--- src/rtl/pass_sequencer_if.sv ---
// rtl/pass_sequencer_if.sv - control/status bundle between top-level control and the pass sequencer
//
// Groups every pass_sequencer signal except clk_i/rst_i.
//   master : top-level control side; drives en/init/mode/epochs/layer_done/abort, observes outputs
//   slave  : sequencer side; consumes the controls, drives pass enables, layer, epoch and status
interface pass_sequencer_if #(
  parameter int NUM_LAYERS = 2,
  parameter int EPOCH_W    = 8
);
  localparam int LAYER_W = (NUM_LAYERS > 1) ? $clog2(NUM_LAYERS) : 1;

  logic                  en_i;
  logic                  init_i;
  logic                  mode_i;
  logic [EPOCH_W-1:0]    epochs_i;
  logic                  layer_done_i;
  logic                  abort_i;
  logic [NUM_LAYERS-1:0] fwd_pass_o;
  logic [NUM_LAYERS-1:0] bwd_pass_o;
  logic [LAYER_W-1:0]    layer_o;
  logic [EPOCH_W-1:0]    epoch_o;
  logic                  busy_o;
  logic                  done_o;
  logic                  aborted_o;

  modport master (
    output en_i, init_i, mode_i, epochs_i, layer_done_i, abort_i,
    input  fwd_pass_o, bwd_pass_o, layer_o, epoch_o, busy_o, done_o, aborted_o
  );

  modport slave (
    input  en_i, init_i, mode_i, epochs_i, layer_done_i, abort_i,
    output fwd_pass_o, bwd_pass_o, layer_o, epoch_o, busy_o, done_o, aborted_o
  );
endinterface

--- src/rtl/pass_sequencer.sv ---
// rtl/pass_sequencer.sv - forward/backward layer pass sequencer with epoch loop
//
// Ports:
//   clk_i  : clock, rising edge
//   rst_i  : asynchronous reset, active high
//   bus    : pass_sequencer_if.slave
//            in : en_i (freeze when low), init_i, mode_i (1 = training), epochs_i (0 = 1),
//                 layer_done_i, abort_i
//            out: fwd_pass_o / bwd_pass_o (one-hot), layer_o, epoch_o, busy_o,
//                 done_o (completion pulse), aborted_o (abort pulse)
module pass_sequencer #(
  parameter int NUM_LAYERS = 2,
  parameter int EPOCH_W    = 8
) (
  input  logic              clk_i,
  input  logic              rst_i,
  pass_sequencer_if.slave   bus
);
  localparam int LAYER_W = (NUM_LAYERS > 1) ? $clog2(NUM_LAYERS) : 1;
  localparam logic [LAYER_W-1:0] LAST_LAYER = LAYER_W'(NUM_LAYERS - 1);

  typedef enum logic [1:0] {S_IDLE, S_FWD, S_BWD, S_DONE} state_t;

  state_t             state_q, state_d;
  logic [LAYER_W-1:0] layer_q, layer_d;
  logic [EPOCH_W-1:0] epoch_q, epoch_d;
  logic [EPOCH_W-1:0] epochs_q, epochs_d;
  logic               mode_q, mode_d;
  logic               aborted_q, aborted_d;
  logic               epoch_end;

  // One extra bit so the increment/compare can never wrap back to zero.
  logic [EPOCH_W:0]   epoch_inc;
  logic [EPOCH_W:0]   epoch_tgt;

  assign epoch_inc = {1'b0, epoch_q} + (EPOCH_W + 1)'(1);
  assign epoch_tgt = (epochs_q == '0) ? (EPOCH_W + 1)'(1) : {1'b0, epochs_q};

  always_comb begin
    state_d   = state_q;
    layer_d   = layer_q;
    epoch_d   = epoch_q;
    epochs_d  = epochs_q;
    mode_d    = mode_q;
    aborted_d = 1'b0;
    epoch_end = 1'b0;

    case (state_q)
      S_IDLE: begin
        // abort_i is meaningless here, so init_i wins even if both are high.
        if (bus.init_i) begin
          state_d  = S_FWD;
          layer_d  = '0;
          epoch_d  = '0;
          mode_d   = bus.mode_i;
          epochs_d = bus.epochs_i;
        end
      end
      S_FWD: begin
        if (bus.abort_i) begin
          state_d   = S_IDLE;
          layer_d   = '0;
          aborted_d = 1'b1;
        end else if (bus.layer_done_i) begin
          if (layer_q != LAST_LAYER) begin
            layer_d = layer_q + LAYER_W'(1);
          end else if (mode_q) begin
            state_d = S_BWD;  // backward starts on the last layer
          end else begin
            epoch_end = 1'b1;
          end
        end
      end
      S_BWD: begin
        if (bus.abort_i) begin
          state_d   = S_IDLE;
          layer_d   = '0;
          aborted_d = 1'b1;
        end else if (bus.layer_done_i) begin
          if (layer_q != '0) begin
            layer_d = layer_q - LAYER_W'(1);
          end else begin
            epoch_end = 1'b1;
          end
        end
      end
      S_DONE: begin
        state_d = S_IDLE;
      end
      default: begin
        state_d = S_IDLE;
      end
    endcase

    if (epoch_end) begin
      epoch_d = epoch_inc[EPOCH_W-1:0];
      layer_d = '0;
      state_d = (epoch_inc == epoch_tgt) ? S_DONE : S_FWD;
    end
  end

  // en_i low freezes every register, including the abort pulse.
  always_ff @(posedge clk_i or posedge rst_i) begin
    if (rst_i) begin
      state_q   <= S_IDLE;
      layer_q   <= '0;
      epoch_q   <= '0;
      epochs_q  <= '0;
      mode_q    <= 1'b0;
      aborted_q <= 1'b0;
    end else if (bus.en_i) begin
      state_q   <= state_d;
      layer_q   <= layer_d;
      epoch_q   <= epoch_d;
      epochs_q  <= epochs_d;
      mode_q    <= mode_d;
      aborted_q <= aborted_d;
    end
  end

  assign bus.fwd_pass_o = (state_q == S_FWD) ? (NUM_LAYERS'(1) << layer_q) : '0;
  assign bus.bwd_pass_o = (state_q == S_BWD) ? (NUM_LAYERS'(1) << layer_q) : '0;
  assign bus.layer_o    = layer_q;
  assign bus.epoch_o    = epoch_q;
  assign bus.busy_o     = (state_q == S_FWD) || (state_q == S_BWD);
  assign bus.done_o     = (state_q == S_DONE);
  assign bus.aborted_o  = aborted_q;
endmodule

--- src/flat_wrapper.sv ---
// flat-port wrapper written by rule: the top's interface ports become plain ports
module pass_sequencer_flat 
#(
  parameter int NUM_LAYERS = 2,
  parameter int EPOCH_W    = 8
)
  (clk_i, rst_i, bus_en_i, bus_init_i, bus_mode_i, bus_epochs_i, bus_layer_done_i, bus_abort_i, bus_fwd_pass_o, bus_bwd_pass_o, bus_layer_o, bus_epoch_o, bus_busy_o, bus_done_o, bus_aborted_o);
  pass_sequencer_if #(.NUM_LAYERS(NUM_LAYERS), .EPOCH_W(EPOCH_W)) bus_i ();
  input  logic clk_i;
  input  logic rst_i;
  input wire logic [$bits(bus_i.en_i)-1:0] bus_en_i;
  input wire logic [$bits(bus_i.init_i)-1:0] bus_init_i;
  input wire logic [$bits(bus_i.mode_i)-1:0] bus_mode_i;
  input wire logic [$bits(bus_i.epochs_i)-1:0] bus_epochs_i;
  input wire logic [$bits(bus_i.layer_done_i)-1:0] bus_layer_done_i;
  input wire logic [$bits(bus_i.abort_i)-1:0] bus_abort_i;
  output wire logic [$bits(bus_i.fwd_pass_o)-1:0] bus_fwd_pass_o;
  output wire logic [$bits(bus_i.bwd_pass_o)-1:0] bus_bwd_pass_o;
  output wire logic [$bits(bus_i.layer_o)-1:0] bus_layer_o;
  output wire logic [$bits(bus_i.epoch_o)-1:0] bus_epoch_o;
  output wire logic [$bits(bus_i.busy_o)-1:0] bus_busy_o;
  output wire logic [$bits(bus_i.done_o)-1:0] bus_done_o;
  output wire logic [$bits(bus_i.aborted_o)-1:0] bus_aborted_o;
  assign bus_i.en_i = bus_en_i;
  assign bus_i.init_i = bus_init_i;
  assign bus_i.mode_i = bus_mode_i;
  assign bus_i.epochs_i = bus_epochs_i;
  assign bus_i.layer_done_i = bus_layer_done_i;
  assign bus_i.abort_i = bus_abort_i;
  assign bus_fwd_pass_o = bus_i.fwd_pass_o;
  assign bus_bwd_pass_o = bus_i.bwd_pass_o;
  assign bus_layer_o = bus_i.layer_o;
  assign bus_epoch_o = bus_i.epoch_o;
  assign bus_busy_o = bus_i.busy_o;
  assign bus_done_o = bus_i.done_o;
  assign bus_aborted_o = bus_i.aborted_o;
  pass_sequencer #(.NUM_LAYERS(NUM_LAYERS), .EPOCH_W(EPOCH_W)) u_core (.clk_i(clk_i), .rst_i(rst_i), .bus(bus_i));
endmodule
--- config.mk ---
export PLATFORM = sky130hd
export DESIGN_NAME = pass_sequencer_flat
export DESIGN_NICKNAME = d
export VERILOG_FILES = /design/src/rtl/pass_sequencer_if.sv /design/src/rtl/pass_sequencer.sv /design/src/flat_wrapper.sv
export SDC_FILE = /design/constraint.sdc
export NUM_CORES = 1
export LEC_CHECK = 0
export CAP_MARGIN = 5
export CORE_MARGIN = 1
export CORE_UTILIZATION = 54
export DETAILED_ROUTE_END_ITERATION = 6
export PLACE_DENSITY = 0.81
export SETUP_SLACK_MARGIN = 0.5
export SYNTH_ARGS = -nofsm -noshare
export SYNTH_HDL_FRONTEND = slang
export SYNTH_SLANG_ARGS = --single-unit
--- constraint.sdc ---
create_clock -name clk_i -period 5.5 [get_ports clk_i]
set_input_delay 0.55 -clock clk_i [delete_from_list [all_inputs] [get_ports clk_i]]
set_output_delay 0.55 -clock clk_i [all_outputs]
set_load 0.02 [all_outputs]
Word level (Yosys, flattened, before mapping)
Cells that the tools add are included.
- flip-flop bits (word level): 21
- input bits: 15
- logic and storage cells: 65
- output and inout port bits: 16
- add/sub/neg operators: 3
- reduce and logical (&&, ||, !) cells: 11
- multiplexer cells: 34
- equality and inequality tests: 10
- shift-type cells: 1
- operators with widths (kind ; count):
    8-bit two-way mux ; 4
    2-bit two-way mux ; 10
    1-bit two-way mux ; 17
    8-bit by 1-bit adder with 9-bit output (second input constant) ; 1
    9-bit equality test ; 1
    8-bit zero test ; 1
    4-bit by 2-bit != test with 1-bit output (second input constant) ; 2
    4-bit by 3-bit != test with 1-bit output (second input constant) ; 2
    2-bit one-hot mux with 4 select lines ; 1
    3-bit by 2-bit != test with 1-bit output (second input constant) ; 2
    3-bit AND reduction ; 2
    6-bit AND reduction ; 1
    5-bit AND reduction ; 1
    2-bit equality test (second input constant) ; 2
    2-bit nonzero test ; 2
    4-bit nonzero test ; 1
    1-bit one-hot mux with 3 select lines ; 1
    2-bit by 1-bit equality test with 1-bit output (second input constant) ; 1
    2-bit zero test ; 1
    1-bit one-hot mux with 2 select lines ; 1
    2-bit OR reduction ; 1
    1-bit by 1-bit << shifter with 2-bit output (first input constant) ; 1
    1-bit adder (second input constant) ; 1
    1-bit logical OR ; 1
    1-bit subtractor (second input constant) ; 1

Logic depth before layout (Yosys ltp)
- depth after elaboration: 7
- gate-level depth with buffers: 8
- gate-level depth less buffers: 7

Worst setup path after synthesis
OpenSTA, ideal clock, no wires.
- path kind: register to register
- start point: reg u_core.state_q[0]
- end point: reg u_core.state_q[1]
- period minus slack after synthesis: 2.008 ns
- path slack: 3.492 ns
- library setup time: 0.119 ns
- data required time: 5.381 ns
- cell stages (with the launch flop): 8
- data arrival time: 1.889 ns
- path buffers: 0
- cells stage by stage: dfrtp_1 -> inv_1 -> ha_1 -> o22ai_1 -> a221oi_2 -> o31ai_1 -> or3_1 -> o21a_1
- longest elaborated chain between the ends: 4
- elaborated cells between the ends (all ways): 13
- classes of those cells: eq/ne (8); mux (3); reduce/logical (2)
- ends and longest elaborated chain (item ; RTL line ; source):
    from (decl) ; pass_sequencer.sv:24 ; state_t state_q, state_d;
    from (signal assigned) ; pass_sequencer.sv:112 ; state_q <= state_d;
    2-bit equality test or 2-bit by 1-bit equality test with 1-bit output (tied branches) ; pass_sequencer.sv:48 ; case (state_q)
    1-bit one-hot mux with 2 select lines ; pass_sequencer.sv:48 ;
    4-bit by 2-bit != test with 1-bit output (no line), or another cell as far along ; n/a ;
    6-bit AND reduction (no line) ; n/a ;
Several ways; a longest one is shown, not always the timed one.
A chain may end at the register's enable or synchronous reset.

Worst setup path in the final report
- start point: reg u_core.state_q[0]
- end point: out bus_bwd_pass_o[0]
- longest elaborated chain between the ends: 2
- ends and longest elaborated chain (item ; RTL line ; source):
    2-bit equality test ; pass_sequencer.sv:122 ; assign bus.bwd_pass_o = (state_q == S_BWD) ? (NUM_LAYERS'(1) << layer_q) : '0;
    2-bit two-way mux ; pass_sequencer.sv:122 ;
    to (decl) ; flat_wrapper.sv:18 ; output wire logic [$bits(bus_i.bwd_pass_o)-1:0] bus_bwd_pass_o;
No other way between the ends.

==> results.yml <==
status:
  status: "completed"
clock_tree:
  cts_resized: 0
  cts_tree: "done"
  cts_setup_buffers: 0
  hold_buffers: 0
  htree_levels: 1
  clkLatencyLatePin_ns: 0.32
  cts_max_path_buffers: 2
  cts_root_buf: "clkbuf_4"
  clkTransAtPathRegs_ns: 0.13
  clkSinkCount: 21
  cts-buffers-inserted: 3
sta:
  fin_setup_tns_ns: 0
  hold_viol_final: 0
  finClkSkew_ns: 0.0124
  setup_viol: 0
  worstMarginPinSlew_ns: 0.803
  finalCriticalPeriod_ns: 2.53
  rsz0062_at_grt: "no"
  drv_slew: 0
  timing.final.ws_setup_ns: 2.97
  fmax_mhz: 395
  maxSlewHeadroom_pct: 46.4
  fin_crit_sh_pct: 46.0
  holdWs_ns: 0.550
yosys:
  ys_seq_area_share_pct: 35.9
  synth_cell_types: 51
  ys_ff_latch: 21
  synth_nets: 175
  synth.avg_cell_area_sq_um: 9.45
  postSynthCellCount: 155
  mappedNetlistArea_sq_um: 1470
  synth_warnings: 0
worst_setup_path:
  startpoint_type: "register"
  crit_path_end_kind: "output port"
  crit_type: "reg2out"
  r2r_slack_ns: 3.32
  crit_family: "buffers and inverters"
  cp_max_fo: 5
  path_cells: "inv_1, ha_1, nor2b_2, clkdlybuf4s50_1"
  path_buf_inv: 2
  crit_path_top_delay_cell: "clkdlybuf4s50_1"
  slowest_delay_ns: 0.64
  required_ns: 4.95
  arrival_ns: 1.98
cells_and_area:
  areaGrowthSynthToFinish_pct: 23.1
  drive_above_1_share_pct: 11.4
  seq_area_sq_um: 526
  nets: 205
  final_area_sq_um: 1800
  diodes: 0
  finalNonFillerCells: 214
  multiInputGateArea_sq_um: 865
  num-fill-cells: 203
  layout_commonest_cell: "clkdlybuf4s50_1"
  mostFrequentLayoutCells: "30 x clkdlybuf4s50_1, 21 x dfrtp_1, 15 x o21ai_0"
  post-route-util_pct: 71.5
detailed_routing:
  ant_nets: 0
  vias: 1295
  drtPass1Iterations: 4
  drc: 0
  totalWireLength_mm: 3.28
  viasPerCell: 6.05
  avgRoutedWirePerCell_um: 15.3
  first_iter_violations: 23
pwr:
  totalPowerFinal_mw: 0.758
  ir_drop_mv: 0.392
  p_leak_nw: 0.734
  p_per_area_nw_per_um2: 420
floorplanning:
  io_pins: 31
  fp.dieH_um: 54.1
  core.rowCount: 18
  fp.dieW_um: 54.1
  start_util_pct: 58.1
  coreArea_sq_um: 2520
  dieArea_sq_um: 2930
placed_design:
  place.gp.congestion: 0.895
  placed_cells: 210
  port_buffers: 30
  dp_hpwl_mm: 2.47
  placed_area_sq_um: 1770
  place_ws_ns: 3.02
global_route:
  gr-usage-all-layers_pct: 26.8
  antenna_found_initial: 0
  grt_pass1_wl_mm: 5.55
  grt-ovfl-total: 0
  grt_max_degree: 22
  grt_pass1_vias: 1197
hold_path:
  hp-class: "reg2reg"
run:
  cap_violations: 0
[cells in the mapped netlist, drive strengths merged]
library cell	instances	area (sq um)
ha	5	62.6
or3	3	18.8
clkbuf	1	3.75
and3	3	23.8
o211ai	2	20.0
o31ai	4	30.0
a21boi	1	7.51
a31oi	3	18.8
nand2b	2	12.5
o221ai	1	8.76
nand3	8	40.0
or2	2	12.5
buf	4	26.3
o41ai	2	17.5
nand4	1	12.5
a2111oi	1	15.0
nand4b	1	8.76
nor2	7	26.3
mux2	10	113
o31a	1	10.0
and2b	1	7.51
dfrtp	21	526
o2111ai	1	8.76
o311ai	1	8.76
nor2b	8	52.6
o21a	2	15.0
a2111o	1	11.3
nor4	2	18.8
xor2	1	8.76
o2bb2ai	1	8.76
a221oi	1	15.0
o22ai	1	6.26
nor3b	2	15.0
a311oi	1	8.76
nor3	1	5.00
inv	12	45.0
and3b	2	17.5
o21ai	16	80.1
xnor2	6	52.6
and2	3	18.8
or2b	1	7.51
a21oi	3	15.0
nand2	4	15.0
a221o	1	10.0
[registers in the layout, summed over array words and instances, names as in the netlist]
name and flops:
u_core.bus.aborted_o 1, u_core.bus.epoch_o 8, u_core.bus.layer_o 1, u_core.epochs_q 8, u_core.mode_q 1, u_core.state_q 2
[cell type report]
type                            count  area share (%)
Multi-Input combinational cell    117            48.0
Sequential cell                    21            29.1
Timing Repair Buffer               30            16.7
Inverter                           12            2.50
Tap cell                           30            2.08
Clock buffer                        3            1.25
Clock inverter                      1           0.416
[cell families after synthesis]
kind of cell / share of synthesized area (%)
and+or+nand+nor: 21.3
AOI/OAI and AO/OA: 21.5
DFF: 35.9
buffers and inverters: 5.12
muxes: 7.69
xor gates and xnor gates: 4.18
adders and majority gates: 4.27
[layer usage]
| metal | routed length, um | vias up | global-route usage [%] |
|---|---|---|---|
| li1 | - | 630 | - |
| met5 | 0 | - | 0 |
| met1 | 1490 | 611 | 36.4 |
| met4 | 68 | 0 | 10.3 |
| met3 | 178 | 9 | 5.93 |
| met2 | 1540 | 45 | 41.4 |
[worst min-delay path, cell delays in order, from the launching register on]
cell     delay [ns]
dfrtp_1        0.40
inv_1          0.05
o21ai_0        0.07
[where the power goes]
part / total, mW / switching, mW / internal (mW)
logic: 0.402 / 0.200 / 0.202
clock network: 0.0788 / 0.0510 / 0.0278
registers: 0.278 / 0.0721 / 0.205
total: 0.758 / 0.323 / 0.435
[worst paths after layout]
kind | startpoint | to | cells past startpoint
worst max-delay path | u_core.state_q[0]$_DFFE_PP0P_ | bus_bwd_pass_o[0] | 4
worst min-delay path | u_core.bus.aborted_o$_DFFE_PP0P_ | u_core.bus.aborted_o$_DFFE_PP0P_ | 2
worst max register to register | u_core.state_q[1]$_DFFE_PP0P_ | u_core.state_q[1]$_DFFE_PP0P_ | 7
worst min register to register | u_core.bus.aborted_o$_DFFE_PP0P_ | u_core.bus.aborted_o$_DFFE_PP0P_ | 2
max in group asynchronous | rst_i | u_core.epochs_q[4]$_DFFE_PP0P_ | 2
min in group asynchronous | rst_i | u_core.bus.epoch_o[3]$_DFFE_PP0P_ | 2
Power figures use the tool's default switching activity.
